--- src/rtl/primitive_assembler_pkg.sv ---
`default_nettype none
// ============================================================================
// Module   : primitive_assembler_pkg
// Purpose  : Primitive type codes, assembler FSM encoding, vertex-count helper
// Revision : 1.0 - initial release
// ============================================================================
package primitive_assembler_pkg;

  localparam logic [1:0] PRIM_POINT = 2'd0;
  localparam logic [1:0] PRIM_LINE  = 2'd1;
  localparam logic [1:0] PRIM_TRI   = 2'd2;

  typedef enum logic [0:0] {
    IDLE    = 1'b0,
    COLLECT = 1'b1
  } state_t;

  function automatic logic [1:0] verts_per_prim(input logic [1:0] prim_type);
    case (prim_type)
      PRIM_POINT: verts_per_prim = 2'd1;
      PRIM_LINE:  verts_per_prim = 2'd2;
      default:    verts_per_prim = 2'd3;
    endcase
  endfunction

endpackage
`default_nettype wire

--- src/rtl/primitive_assembler_if.sv ---
`default_nettype none
// ============================================================================
// Module   : primitive_assembler_if
// Purpose  : Decode-side strobes and raster-side valid/ready stream
// Revision : 1.0 - initial release
// ============================================================================
interface primitive_assembler_if #(
  parameter int VTX_W  = 32,
  parameter int ADDR_W = 3
);
  logic              StartPrimitive;
  logic [3:0]        PrimitiveType;
  logic              VertexValid;
  logic [VTX_W-1:0]  Vertex;
  logic              EndPrimitive;
  logic              Draw;
  logic              OutValid;
  logic              OutReady;
  logic [1:0]        OutType;
  logic [VTX_W-1:0]  OutV0;
  logic [VTX_W-1:0]  OutV1;
  logic [VTX_W-1:0]  OutV2;
  logic [ADDR_W:0]   PrimCount;
  logic              Busy;
  logic              Overflow;
  logic              ProtocolErr;

  modport master (
    output StartPrimitive, PrimitiveType, VertexValid, Vertex, EndPrimitive, Draw, OutReady,
    input  OutValid, OutType, OutV0, OutV1, OutV2, PrimCount, Busy, Overflow, ProtocolErr
  );

  modport slave (
    input  StartPrimitive, PrimitiveType, VertexValid, Vertex, EndPrimitive, Draw, OutReady,
    output OutValid, OutType, OutV0, OutV1, OutV2, PrimCount, Busy, Overflow, ProtocolErr
  );
endinterface
`default_nettype wire

--- src/rtl/primitive_assembler_fifo.sv ---
`default_nettype none
// ============================================================================
// Module   : primitive_assembler_fifo
// Purpose  : Primitive FIFO with a release pointer gating what the reader sees
// Revision : 1.0 - initial release
// ============================================================================
module primitive_assembler_fifo #(
  parameter int DEPTH  = 8,
  parameter int ADDR_W = 3,
  parameter int VTX_W  = 32
) (
  input  wire logic              CLK,
  input  wire logic              RESET,
  input  wire logic              push,
  input  wire logic [1:0]        push_type,
  input  wire logic [VTX_W-1:0]  push_v0,
  input  wire logic [VTX_W-1:0]  push_v1,
  input  wire logic [VTX_W-1:0]  push_v2,
  input  wire logic              draw,
  input  wire logic              pop_ready,
  output logic                   out_valid,
  output logic [1:0]             out_type,
  output logic [VTX_W-1:0]       out_v0,
  output logic [VTX_W-1:0]       out_v1,
  output logic [VTX_W-1:0]       out_v2,
  output logic [ADDR_W:0]        count,
  output logic                   drop
);

  localparam logic [ADDR_W:0] C_DEPTH = (ADDR_W+1)'(DEPTH);
  localparam logic [ADDR_W:0] C_ONE   = {{ADDR_W{1'b0}}, 1'b1};

  logic [1:0]       r_type_mem [DEPTH];
  logic [VTX_W-1:0] r_v0_mem   [DEPTH];
  logic [VTX_W-1:0] r_v1_mem   [DEPTH];
  logic [VTX_W-1:0] r_v2_mem   [DEPTH];

  logic [ADDR_W:0] r_wr;
  logic [ADDR_W:0] r_rel;
  logic [ADDR_W:0] r_rd;
  logic [ADDR_W:0] w_wr_next;
  logic            w_pop;
  logic            w_push_ok;

  assign count     = r_wr - r_rd;
  assign out_valid = (r_rd != r_rel);
  assign w_pop     = out_valid && pop_ready;
  // A full FIFO still takes a push when the head leaves in the same cycle.
  assign w_push_ok = push && ((count < C_DEPTH) || w_pop);
  assign drop      = push && !w_push_ok;
  assign w_wr_next = w_push_ok ? (r_wr + C_ONE) : r_wr;

  always_ff @(posedge CLK or posedge RESET) begin
    if (RESET) begin
      r_wr  <= '0;
      r_rel <= '0;
      r_rd  <= '0;
    end else begin
      r_wr <= w_wr_next;
      if (draw)
        r_rel <= w_wr_next;
      if (w_pop)
        r_rd <= r_rd + C_ONE;
    end
  end

  always_ff @(posedge CLK) begin
    if (w_push_ok) begin
      r_type_mem[r_wr[ADDR_W-1:0]] <= push_type;
      r_v0_mem[r_wr[ADDR_W-1:0]]   <= push_v0;
      r_v1_mem[r_wr[ADDR_W-1:0]]   <= push_v1;
      r_v2_mem[r_wr[ADDR_W-1:0]]   <= push_v2;
    end
  end

  // Storage is not reset, so the read port is masked whenever nothing is offered.
  assign out_type = out_valid ? r_type_mem[r_rd[ADDR_W-1:0]] : 2'd0;
  assign out_v0   = out_valid ? r_v0_mem[r_rd[ADDR_W-1:0]]   : '0;
  assign out_v1   = out_valid ? r_v1_mem[r_rd[ADDR_W-1:0]]   : '0;
  assign out_v2   = out_valid ? r_v2_mem[r_rd[ADDR_W-1:0]]   : '0;

endmodule
`default_nettype wire

--- src/rtl/primitive_assembler.sv ---
`default_nettype none
// ============================================================================
// Module   : primitive_assembler
// Purpose  : Groups decoded vertices into primitives, buffers them until Draw
// Revision : 1.0 - initial release
// ============================================================================
module primitive_assembler
  import primitive_assembler_pkg::*;
#(
  parameter int DEPTH  = 8,
  parameter int ADDR_W = 3,
  parameter int VTX_W  = 32
) (
  input  wire logic            CLK,
  input  wire logic            RESET,
  primitive_assembler_if.slave bus
);

  state_t           r_state;
  state_t           w_state_next;
  logic [1:0]       r_vidx;
  logic [1:0]       r_type;
  logic [VTX_W-1:0] r_s0;
  logic [VTX_W-1:0] r_s1;
  logic             r_overflow;
  logic             r_proto_err;

  logic             w_type_ok;
  logic             w_vtx_take;
  logic             w_vtx_stray;
  logic             w_complete;
  logic             w_proto_set;
  logic             w_drop;
  logic [VTX_W-1:0] w_pv0;
  logic [VTX_W-1:0] w_pv1;
  logic [VTX_W-1:0] w_pv2;

  assign w_type_ok = (bus.PrimitiveType <= 4'd2);

  always_ff @(posedge CLK or posedge RESET) begin
    if (RESET)
      r_state <= IDLE;
    else
      r_state <= w_state_next;
  end

  always_comb begin
    w_state_next = r_state;
    if (bus.StartPrimitive)
      w_state_next = w_type_ok ? COLLECT : IDLE;
    else if (bus.EndPrimitive)
      w_state_next = IDLE;
  end

  // Start and End both outrank a vertex arriving in the same cycle.
  always_comb begin
    w_vtx_take  = bus.VertexValid && !bus.StartPrimitive && !bus.EndPrimitive
                  && (r_state == COLLECT);
    w_vtx_stray = bus.VertexValid && !bus.StartPrimitive && !bus.EndPrimitive
                  && (r_state == IDLE);
    w_complete  = w_vtx_take && ((r_vidx + 2'd1) == verts_per_prim(r_type));
    w_proto_set = (bus.StartPrimitive && !w_type_ok) || w_vtx_stray;
    w_pv0 = '0;
    w_pv1 = '0;
    w_pv2 = '0;
    case (r_type)
      PRIM_POINT: w_pv0 = bus.Vertex;
      PRIM_LINE: begin
        w_pv0 = r_s0;
        w_pv1 = bus.Vertex;
      end
      default: begin
        w_pv0 = r_s0;
        w_pv1 = r_s1;
        w_pv2 = bus.Vertex;
      end
    endcase
  end

  always_ff @(posedge CLK or posedge RESET) begin
    if (RESET) begin
      r_vidx      <= 2'd0;
      r_type      <= PRIM_POINT;
      r_s0        <= '0;
      r_s1        <= '0;
      r_overflow  <= 1'b0;
      r_proto_err <= 1'b0;
    end else begin
      if (bus.StartPrimitive) begin
        r_vidx <= 2'd0;
        if (w_type_ok)
          r_type <= bus.PrimitiveType[1:0];
      end else if (bus.EndPrimitive) begin
        r_vidx <= 2'd0;
      end else if (w_vtx_take) begin
        if (w_complete) begin
          r_vidx <= 2'd0;
        end else begin
          if (r_vidx == 2'd0)
            r_s0 <= bus.Vertex;
          else
            r_s1 <= bus.Vertex;
          r_vidx <= r_vidx + 2'd1;
        end
      end
      r_overflow  <= r_overflow  | w_drop;
      r_proto_err <= r_proto_err | w_proto_set;
    end
  end

  primitive_assembler_fifo #(
    .DEPTH  (DEPTH),
    .ADDR_W (ADDR_W),
    .VTX_W  (VTX_W)
  ) u_fifo (
    .CLK       (CLK),
    .RESET     (RESET),
    .push      (w_complete),
    .push_type (r_type),
    .push_v0   (w_pv0),
    .push_v1   (w_pv1),
    .push_v2   (w_pv2),
    .draw      (bus.Draw),
    .pop_ready (bus.OutReady),
    .out_valid (bus.OutValid),
    .out_type  (bus.OutType),
    .out_v0    (bus.OutV0),
    .out_v1    (bus.OutV1),
    .out_v2    (bus.OutV2),
    .count     (bus.PrimCount),
    .drop      (w_drop)
  );

  assign bus.Busy        = (r_state == COLLECT);
  assign bus.Overflow    = r_overflow;
  assign bus.ProtocolErr = r_proto_err;

endmodule
`default_nettype wire
--- src/flat_wrapper.sv ---
// flat-port wrapper written by rule: the top's interface ports become plain ports
module primitive_assembler_flat import primitive_assembler_pkg::*;
#(
  parameter int DEPTH  = 8,
  parameter int ADDR_W = 3,
  parameter int VTX_W  = 32
)
  (CLK, RESET, bus_StartPrimitive, bus_PrimitiveType, bus_VertexValid, bus_Vertex, bus_EndPrimitive, bus_Draw, bus_OutReady, bus_OutValid, bus_OutType, bus_OutV0, bus_OutV1, bus_OutV2, bus_PrimCount, bus_Busy, bus_Overflow, bus_ProtocolErr);
  primitive_assembler_if #(.VTX_W(VTX_W), .ADDR_W(ADDR_W)) bus_i ();
  input  wire logic CLK;
  input  wire logic RESET;
  input wire logic [$bits(bus_i.StartPrimitive)-1:0] bus_StartPrimitive;
  input wire logic [$bits(bus_i.PrimitiveType)-1:0] bus_PrimitiveType;
  input wire logic [$bits(bus_i.VertexValid)-1:0] bus_VertexValid;
  input wire logic [$bits(bus_i.Vertex)-1:0] bus_Vertex;
  input wire logic [$bits(bus_i.EndPrimitive)-1:0] bus_EndPrimitive;
  input wire logic [$bits(bus_i.Draw)-1:0] bus_Draw;
  input wire logic [$bits(bus_i.OutReady)-1:0] bus_OutReady;
  output wire logic [$bits(bus_i.OutValid)-1:0] bus_OutValid;
  output wire logic [$bits(bus_i.OutType)-1:0] bus_OutType;
  output wire logic [$bits(bus_i.OutV0)-1:0] bus_OutV0;
  output wire logic [$bits(bus_i.OutV1)-1:0] bus_OutV1;
  output wire logic [$bits(bus_i.OutV2)-1:0] bus_OutV2;
  output wire logic [$bits(bus_i.PrimCount)-1:0] bus_PrimCount;
  output wire logic [$bits(bus_i.Busy)-1:0] bus_Busy;
  output wire logic [$bits(bus_i.Overflow)-1:0] bus_Overflow;
  output wire logic [$bits(bus_i.ProtocolErr)-1:0] bus_ProtocolErr;
  assign bus_i.StartPrimitive = bus_StartPrimitive;
  assign bus_i.PrimitiveType = bus_PrimitiveType;
  assign bus_i.VertexValid = bus_VertexValid;
  assign bus_i.Vertex = bus_Vertex;
  assign bus_i.EndPrimitive = bus_EndPrimitive;
  assign bus_i.Draw = bus_Draw;
  assign bus_i.OutReady = bus_OutReady;
  assign bus_OutValid = bus_i.OutValid;
  assign bus_OutType = bus_i.OutType;
  assign bus_OutV0 = bus_i.OutV0;
  assign bus_OutV1 = bus_i.OutV1;
  assign bus_OutV2 = bus_i.OutV2;
  assign bus_PrimCount = bus_i.PrimCount;
  assign bus_Busy = bus_i.Busy;
  assign bus_Overflow = bus_i.Overflow;
  assign bus_ProtocolErr = bus_i.ProtocolErr;
  primitive_assembler #(.DEPTH(DEPTH), .ADDR_W(ADDR_W), .VTX_W(VTX_W)) u_core (.CLK(CLK), .RESET(RESET), .bus(bus_i));
endmodule
--- config.mk ---
export PLATFORM = sky130hd
export DESIGN_NAME = primitive_assembler_flat
export DESIGN_NICKNAME = d
export VERILOG_FILES = /design/src/rtl/primitive_assembler_pkg.sv /design/src/rtl/primitive_assembler_if.sv /design/src/rtl/primitive_assembler_fifo.sv /design/src/rtl/primitive_assembler.sv /design/src/flat_wrapper.sv
export SDC_FILE = /design/constraint.sdc
export NUM_CORES = 1
export LEC_CHECK = 0
export ABC_AREA = 0
export ABC_CLOCK_PERIOD_IN_PS = 27300
export CORE_MARGIN = 4
export CORE_UTILIZATION = 55
export DETAILED_ROUTE_END_ITERATION = 7
export PLACE_DENSITY = 0.72
export RECOVER_POWER = 25
export SYNTH_ARGS = -nofsm -noshare
export SYNTH_HDL_FRONTEND = slang
export SYNTH_SLANG_ARGS = --single-unit
--- constraint.sdc ---
create_clock -name CLK -period 27.3 [get_ports CLK]
set_input_delay 5.46 -clock CLK [delete_from_list [all_inputs] [get_ports CLK]]
set_output_delay 5.46 -clock CLK [all_outputs]
set_load 0.02 [all_outputs]
==> metrics.yaml, run 1 <==
outcome:
  status: "finished, violations left"
  violations: "capacitance limit, slew limit"
clock_tree:
  cts_root_buf: "clkbuf_16"
  cts_hold_buf: 0
  clk_path_buf_depth: 3
  post_cts_buffers: 0
  clock-sinks: 867
  htree_levels: 3
  clock_latency_ns: 0.62
  cts_tree: "done"
  cts_buffers: 85
  cts_resized: 0
  clk_pin_slew_ns: 0.06
placement:
  dp_cells: 2638
  dp_hpwl_um: 44800
  place.port_buffers: 148
  gp_congestion: 0.814
worst_setup_path:
  cp_slowest_cell: "dfrtp_4"
  crit_buf_inv: 3
  ff2ff_path_depth: 7
  crit_fanout: 71
  r2r-start: "u_core.r_type[0]$_DFFE_PP0P_"
  crit_family: "buffers and inverters"
  endpoint_kind: "primary output"
  start_kind: "register"
  crit_required_ns: 21.84
  crit_chain: "xor2_1, nor4_4, buf_4, buf_4, a21oi_1, clkdlybuf4s50_1"
  rrSetupSlack_ns: 21.75
  path_class: "register to primary output"
  slowest_delay_ns: 1.13
  cpMostUsedCell: "buf_4"
  worstPathArrival_ns: 4.88
  r2r_end: "u_core.u_fifo.r_v1_mem[4][10]$_DFFE_PP_"
die:
  start_util_pct: 56.0
  dieArea_mm2: 0.0659
  io-pin-count: 149
  coreArea_mm2: 0.0608
  die_h_um: 257
  die_x_um: 257
  rows: 90
yosys:
  yosys.area.top_type: "edfxtp_1"
  synth_area_leaders: "edfxtp_1, mux4_2, dfrtp_1, mux2_2, nand2_1"
  synth_top_area_share_pct: 69.2
  synth_cells: 1769
  avgSynthCellArea_um2: 19.2
  synth_edf_count: 784
  ys_async_sr_fraction_pct: 9.57
  yosysMostFrequentCell: "edfxtp_1"
  synth-seq-cells: 867
  synthTopCellsByCount: "edfxtp_1, nand2_1, mux4_2, mux2_2, a21oi_1"
  yosys_warnings: 0
  ys_seq_area_share_pct: 75.3
  syn-cell-area_mm2: 0.0340
  syn_nets: 1819
  synth_cell_types: 42
  synth_ff_type: "edfxtp_1"
grt:
  grt_pass1_wl_um: 119000
  antenna_found_initial: 11
  first_global_vias: 18197
  grt_usage_pct: 24.6
  overflow: 0
  grt_max_degree: 111
route:
  post_drt_wl_per_cell_um: 28.7
  post-route-drc-count: 0
  vias_per_cell: 6.23
  antenna_left: 0
  routed-wl-met2_um: 40400
  vias: 17445
  drt_wl_total_um: 80200
  dr.first_iter.drc_count: 1792
  dr.max_layer_used: "met5"
  wl_met3_um: 6840
  met1Wirelength_um: 30800
  first_pass_iters: 5
timing:
  post-route-period-util_pct: 37.9
  drv_slew: 86
  tightest_slew_ns: 2.38
  timing.hold.ws_ns: 0.480
  min_period_ns: 10.34
  rsz0062_at_grt: "no"
  finClkSkew_ns: 0.0267
  maxSlewHeadroom_pct: -58.8
  hold_violations: 0
  fmax_mhz: 96.7
  setup_viol: 0
  setup_tns_ns: 0
min_path:
  min_from: "u_core.bus.ProtocolErr$_DFF_PP0_"
  hp-class: "register to register"
  holdPathEnd: "u_core.bus.ProtocolErr$_DFF_PP0_"
  whs_path_depth: 1
cells_and_area:
  fillCellCount: 4087
  syn2layout_area_growth_pct: 15.3
  layoutNonFillerInstCount: 2800
  layout.nets: 1993
  drive_above_1_share_pct: 22.5
flow_run:
  maxCapViolCount: 3
power:
  p_leak_nw: 13.2
  ir_drop_mv: 0.0856
  pwr_density_cell_mw_per_mm2: 103
## layer usage
metal | vias to the layer above | global-route usage (%)
met4 | 4 | 7.06
met1 | 9195 | 33.5
met5 | - | 0
li1 | 7347 | -
met3 | 143 | 5.37
met2 | 756 | 40.8
## worst max path at each step
stage / cells past startpoint / endpoint / startpoint
final: 6 / bus_OutV0[29] / u_core.u_fifo.r_rd[1]$_DFFE_PP0P_
after global routing: 6 / bus_OutV0[29] / u_core.u_fifo.r_rd[1]$_DFFE_PP0P_
after CTS: 6 / bus_OutV0[29] / u_core.u_fifo.r_rd[1]$_DFFE_PP0P_
after detailed placement: 6 / bus_OutV0[29] / u_core.u_fifo.r_rd[1]$_DFFE_PP0P_
after global placement: 6 / bus_OutV0[30] / u_core.u_fifo.r_rd[1]$_DFFE_PP0P_
after floorplan: 4 / u_core.u_fifo.r_type_mem[4][0]$_DFFE_PP_ / bus_EndPrimitive
## flip-flops by register name, summed over array words and instances, names as in the netlist, 2 cells and up
register / cells
u_core.u_fifo.r_wr: 4
u_core.u_fifo.r_type_mem: 16
u_core.r_s0: 32
u_core.u_fifo.r_v2_mem: 256
u_core.u_fifo.r_rd: 4
u_core.u_fifo.r_v0_mem: 256
u_core.u_fifo.r_v1_mem: 256
u_core.r_s1: 32
u_core.r_vidx: 2
u_core.u_fifo.r_rel: 4
u_core.r_type: 2
## stage by stage
stage / setup slack, ns / area (µm²) / util [%] / total power, mW
final: 16.96 / 39200 / 64.5 / 4.03
after global routing: 16.69 / 39200 / 64.5 / 4.20
after CTS: 16.84 / 39300 / 64.6 / 4.07
after detailed placement: 17.55 / 36500 / 60.0 / 2.92
after global placement: 17.66 / 36500 / 60.0 / 2.91
after floorplan: 10.33 / 34000 / - / 2.40
## layout by cell type, fill, tap and decap left out, types with 7 or more instances in the layout
master,count
bufinv_16,7
dlygate4sd3_1,34
clkbuf_1,25
mux4_2,196
clkbuf_16,88
inv_1,7
mux2_2,82
dfrtp_1,80
buf_4,30
mux2_1,21
nand2_1,268
clkinv_2,14
clkdlybuf4s50_1,114
a21oi_1,98
xor2_1,8
clkinv_1,17
edfxtp_1,784
and2_0,30
o21ai_0,35
## cells by family after synthesis
| kind of cell | Yosys count | share of synthesized area, % |
|---|---|---|
| AND/OR/NAND/NOR | 329 | 4.11 |
| buffers and inverters | 111 | 1.35 |
| XOR/XNOR | 12 | 0.309 |
| flip-flops | 867 | 75.3 |
| AO/OA/AOI/OAI | 143 | 2.26 |
| adder cells (fa/ha/maj) | 7 | 0.279 |
| multiplexers | 300 | 16.4 |
## final cells by class
class / count / area (µm²) / share of cell area [%]
Clock inverter: 48 / 437 / 1.11
Timing Repair Buffer: 188 / 1780 / 4.53
Sequential cell: 867 / 25600 / 65.3
Antenna cell: 3 / 7.51 / 0.0191
Clock buffer: 111 / 2350 / 5.99
Multi-Input combinational cell: 791 / 8020 / 20.4
Inverter: 10 / 41.3 / 0.105
Tap cell: 782 / 978 / 2.49
## power breakdown
group | switching (mW) | internal (mW) | total, mW
Combinational | 0.706 | 0.583 | 1.29
Clock | 0.482 | 0.675 | 1.16
Sequential | 0.0680 | 1.52 | 1.58
No activity file was read; power rests on OpenSTA's default activity.
==> run 2: changes to the inputs <==
Settings changed: ABC_CLOCK_PERIOD_IN_PS 27300 to 8890, CORE_UTILIZATION 55 to 54, PLACE_DENSITY 0.72 to 0.74.
Clock period 27.3 ns to 8.89 ns, I/O delays scaled along.
==> run 2 against run 1 <==
Compared with the run above:
- the flow still finishes with violations (capacitance limit, slew limit)
- worst hold slack better by 0.0012 ns
- register-to-register slack worse by 18 ns
- critical path depth stayed put
- non-clock buffer count is 5 lower
- utilization is 1.3 points lower
- combinational power grew to 3.1 times the previous value
- die area is 1.8% higher
- count of clock-buffer cells in the layout is 8 higher
- sequential cell count stayed put
- sequential share of layout area hardly changed
- final cell count is 1.5% higher
- critical path type unchanged
- highest routed layer unchanged
==> metrics.yaml, run 2 (synthesis results as in run 1) <==
placement:
  place_area_mm2: 0.0366
  place_ws_ns: 3.23
  dp_hpwl_um: 41900
  gp_congestion: 0.745
  place.port_buffers: 148
  dp_cells: 2688
grt:
  first_global_vias: 17754
  overflow: 0
  grt_max_degree: 148
  grt_pass1_wl_um: 117000
  antenna_found_initial: 9
  grt_usage_pct: 23.9
route:
  post_drt_wl_per_cell_um: 27.9
  drt_wl_total_um: 79400
  antenna_left: 0
  vias_per_cell: 6.11
  first_pass_iters: 7
  vias: 17379
  dr.first_iter.drc_count: 2016
  post-route-drc-count: 0
clock_tree:
  clk_pin_slew_ns: 0.06
  cts_root_buf: "clkbuf_16"
  clk_path_buf_depth: 3
  cts_buffers: 84
  post_cts_buffers: 0
  htree_levels: 3
  clock_latency_ns: 0.61
  clock-sinks: 867
  cts_hold_buf: 0
  cts_resized: 0
  cts_tree: "done"
timing:
  drv_slew: 133
  tightest_slew_ns: 2.35
  fmax_mhz: 159
  timing.hold.ws_ns: 0.481
  hold_violations: 0
  finClkSkew_ns: 0.0205
  worst_slack_ns: 2.61
  setup_viol: 0
  min_period_ns: 6.28
  rsz0062_at_grt: "no"
  maxSlewHeadroom_pct: -56.3
  post-route-period-util_pct: 70.7
  setup_tns_ns: 0
die:
  dieArea_mm2: 0.0671
  coreArea_mm2: 0.0621
  start_util_pct: 54.9
  die_h_um: 259
  rows: 91
  io-pin-count: 149
  die_x_um: 259
min_path:
  whs_path_depth: 1
  holdPathEnd: "u_core.bus.ProtocolErr$_DFF_PP0_"
  hp-class: "register to register"
  min_from: "u_core.bus.ProtocolErr$_DFF_PP0_"
cells_and_area:
  final_area_mm2: 0.0393
  drive_above_1_share_pct: 22.2
  fin_util_pct: 63.3
  layoutNonFillerInstCount: 2843
  syn2layout_area_growth_pct: 15.3
  mostFrequentLayoutCells: "edfxtp_1, nand2_1, mux4_2"
  final_common_cell: "edfxtp_1"
  layout.nets: 1987
worst_setup_path:
  ff2ff_path_depth: 8
  rrSetupSlack_ns: 3.83
  path_class: "register to primary output"
  endpoint_kind: "primary output"
  start_kind: "register"
  crit_required_ns: 7.11
  crit_fanout: 39
  r2r_end: "u_core.u_fifo.r_v1_mem[2][0]$_DFFE_PP_"
  r2r-start: "u_core.u_fifo.r_rd[2]$_DFFE_PP0P_"
  worstPathArrival_ns: 4.50
outcome:
  violations: "capacitance limit, slew limit"
  status: "finished, violations left"
power:
  p_leak_nw: 13.2
  pwr_density_cell_mw_per_mm2: 314
  ir_drop_mv: 0.292
  power_mw: 12.3
flow_run:
  maxCapViolCount: 3
-- run 2: changes by cell type in the layout (fill, tap and decap cells not counted), sizes merged --
cell / delta
inv: -3
clkdlybuf4s50: +14
dlygate4sd3: -14
clkinvlp: -2
buf: -4
clkbuf: +7
diode: -1
clkinv: -9
-- run 2: worst max path at each step --
| stage | from | to | depth (start not counted) |
|---|---|---|---|
| 2_1_floorplan | bus_EndPrimitive | u_core.u_fifo.r_type_mem[4][0]$_DFFE_PP_ | 4 |
| 3_3_place_gp | u_core.u_fifo.r_rd[1]$_DFFE_PP0P_ | bus_OutV2[7] | 6 |
| 3_5_place_dp | u_core.u_fifo.r_rd[2]$_DFFE_PP0P_ | bus_PrimCount[3] | 6 |
| 4_1_cts | u_core.u_fifo.r_rd[2]$_DFFE_PP0P_ | bus_PrimCount[3] | 6 |
| 5_1_grt | u_core.u_fifo.r_rd[2]$_DFFE_PP0P_ | bus_PrimCount[3] | 6 |
| 6_report | u_core.u_fifo.r_rd[2]$_DFFE_PP0P_ | bus_PrimCount[3] | 6 |
-- run 2: cell type report --
cell class | instances | area, µm²
Antenna cell | 2 | 5.00
Fill cell | 4106 | 22800
Timing Repair Buffer | 183 | 1790
Clock inverter | 34 | 349
Sequential cell | 867 | 25600
Tap cell | 837 | 1050
Clock buffer | 119 | 2370
Multi-Input combinational cell | 791 | 8030
Inverter | 10 | 40.0
-- run 2: worst max-delay path: stages (launching register included) --
cell	delay [ns]
dfrtp_4	0.76
clkinv_2	0.81
ha_1	0.63
and3b_1	0.20
o21ai_0	0.61
and2_1	0.25
clkdlybuf4s50_1	0.61
-- run 2: metal layers --
layer / wire [µm] / GRT usage [%]
met1: 31300 / 33.5
met2: 39100 / 38.7
met3: 6230 / 4.43
met4: 2660 / 7.77
met5: 25 / 0
-- run 2: power breakdown --
group / leakage, nW / internal, mW / switching (mW) / total, mW
clock: 1.34 / 2.06 / 1.44 / 3.50
combinational: 3.58 / 1.79 / 2.24 / 4.03
sequential: 8.27 / 4.66 / 0.149 / 4.81
total: 13.2 / 8.51 / 3.83 / 12.3
==> run 3: changes to the inputs <==
Settings changed: ABC_CLOCK_PERIOD_IN_PS 8890 to 6200, CORE_UTILIZATION 54 to 55, PLACE_DENSITY 0.74 to 0.72.
Clock period 8.89 ns to 6.2 ns, I/O delays scaled along.
==> run 3 against run 2 <==
Compared with the run above:
- the flow still finishes with violations (capacitance limit, slew limit)
- power is 44% higher
- non-clock buffer count increased by 2
- sequential cell count unchanged
- critical endpoint is now u_core.u_fifo.r_v1_mem[4][24]$_DFFE_PP_
==> metrics.yaml, run 3 (synthesis results as in run 1) <==
clock_tree:
  clk_pin_slew_ns: 0.06
  cts_hold_buf: 0
  htree_levels: 3
  cts_buffers: 85
  post_cts_buffers: 0
  cts_resized: 0
  cts_root_buf: "clkbuf_16"
  cts_tree: "done"
  clk_path_buf_depth: 3
  clock-sinks: 867
  clock_latency_ns: 0.63
route:
  post-route-drc-count: 0
  drt_wl_total_um: 79300
  antenna_left: 0
  vias_per_cell: 6.26
  vias: 17486
  first_pass_iters: 5
  post_drt_wl_per_cell_um: 28.4
  dr.first_iter.drc_count: 1651
die:
  start_util_pct: 56.0
  rows: 90
  coreArea_mm2: 0.0608
  io-pin-count: 149
  die_h_um: 257
  die_x_um: 257
  dieArea_mm2: 0.0659
flow_run:
  maxCapViolCount: 3
cells_and_area:
  mostFrequentLayoutCells: "edfxtp_1, nand2_1, mux4_2"
  fin_util_pct: 64.8
  drive_above_1_share_pct: 22.4
  final_common_cell: "edfxtp_1"
  layout.nets: 1990
  syn2layout_area_growth_pct: 15.7
grt:
  grt_use_met2_pct: 39.6
  overflow: 0
  grt_pass1_wl_um: 118000
  grt_usage_pct: 24.3
  met3_usage_pct: 5.54
  antenna_found_initial: 11
  grt_max_degree: 111
  busiest_layer: "met2"
  first_global_vias: 17946
  grt_util_met1_pct: 33.5
worst_setup_path:
  endpoint_kind: "register"
  ff2ff_path_depth: 2
  slowest_delay_ns: 2.38
  r2r-start: "u_core.r_type[1]$_DFFE_PP0P_"
  path_class: "register to register"
  cp_slowest_cell: "clkbuf_1"
  crit_chain: "clkbuf_1, o21ai_0"
  r2r_end: "u_core.u_fifo.r_v1_mem[4][24]$_DFFE_PP_"
  crit_required_ns: 6.28
  worstPathArrival_ns: 5.36
  crit_fanout: 83
  rrSetupSlack_ns: 0.92
  start_kind: "register"
timing:
  hold_violations: 0
  finClkSkew_ns: 0.0221
  fmax_mhz: 189
  min_period_ns: 5.28
  drv_slew: 158
  setup_viol: 0
  post-route-period-util_pct: 85.2
  tightest_slew_ns: 3.31
  timing.hold.ws_ns: 0.495
  maxSlewHeadroom_pct: -121
  rsz0062_at_grt: "no"
power:
  p_leak_nw: 13.3
  p_seq_share_pct: 38.9
  pwr_density_cell_mw_per_mm2: 451
  ir_drop_mv: 0.403
  power_switching_share_pct: 31.1
  p_int_mw: 12.2
  p_clk_share_pct: 28.6
  comb_power_share_pct: 32.5
  p_switching_mw: 5.53
min_path:
  min_from: "u_core.bus.ProtocolErr$_DFF_PP0_"
  hp-class: "register to register"
  holdPathEnd: "u_core.bus.ProtocolErr$_DFF_PP0_"
  whs_path_depth: 1
placement:
  dp_hpwl_um: 43800
  place.port_buffers: 148
  gp_congestion: 0.773
outcome:
  violations: "capacitance limit, slew limit"
  status: "finished, violations left"
## run 3: layer usage
layer,wire length [µm],vias to the layer above
li1,-,7337
met1,30800,9276
met2,39700,771
met3,6870,102
met4,2000,0
met5,0,-
## run 3: through the flow
step | power, mW | setup TNS [ns] | setup WS, ns | instances | area, µm²
6_report | 17.8 | 0 | 0.917 | 2795 | 39400
5_1_grt | 18.5 | 0 | 0.532 | 2794 | 39400
4_1_cts | 18.0 | 0 | 1.12 | 2793 | 39400
3_5_place_dp | 12.9 | 0 | 1.80 | 2635 | 36600
3_3_place_gp | 12.9 | 0 | 1.83 | 2635 | 36600
2_1_floorplan | 10.6 | -869.32 | -2.18 | 1769 | 34100
## run 3: power by group through the flow
stage	Combinational [mW]	Sequential (mW)	Clock [mW]
floorplan	3.75	6.84	0
CTS	5.90	6.90	5.16
detailed placement	5.86	7.02	0
finish	5.78	6.91	5.08
global placement	5.85	7.02	0
global route	6.18	6.92	5.42
## run 3: layout make-up
class	count	area, µm²
Tap cell	782	978
Clock buffer	124	2470
Clock inverter	34	313
Fill cell	4020	21400
Antenna cell	2	5.00
Timing Repair Buffer	185	1870
Inverter	10	41.3
Multi-Input combinational cell	791	8070
Sequential cell	867	25600
## run 3: worst max path at each step
stage | endpoint | from | slack, ns
CTS | bus_PrimCount[3] | u_core.u_fifo.r_rd[2]$_DFFE_PP0P_ | 1.12
detailed placement | bus_PrimCount[3] | u_core.u_fifo.r_rd[2]$_DFFE_PP0P_ | 1.80
floorplan | u_core.u_fifo.r_type_mem[2][0]$_DFFE_PP_ | u_core.u_fifo.r_rd[1]$_DFFE_PP0P_ | -2.18
global placement | bus_OutV2[27] | u_core.u_fifo.r_rd[1]$_DFFE_PP0P_ | 1.83
global route | u_core.u_fifo.r_v1_mem[1][24]$_DFFE_PP_ | u_core.r_type[1]$_DFFE_PP0P_ | 0.53
finish | u_core.u_fifo.r_v1_mem[4][24]$_DFFE_PP_ | u_core.r_type[1]$_DFFE_PP0P_ | 0.92
## run 3: critical path, delay by kind of cell, from the launching register on
| family | cells | cell delay (ns) |
|---|---|---|
| AOI/OAI and AO/OA | 1 | 1.28 |
| buffers and inverters | 1 | 2.38 |
| DFF | 1 | 1.00 |
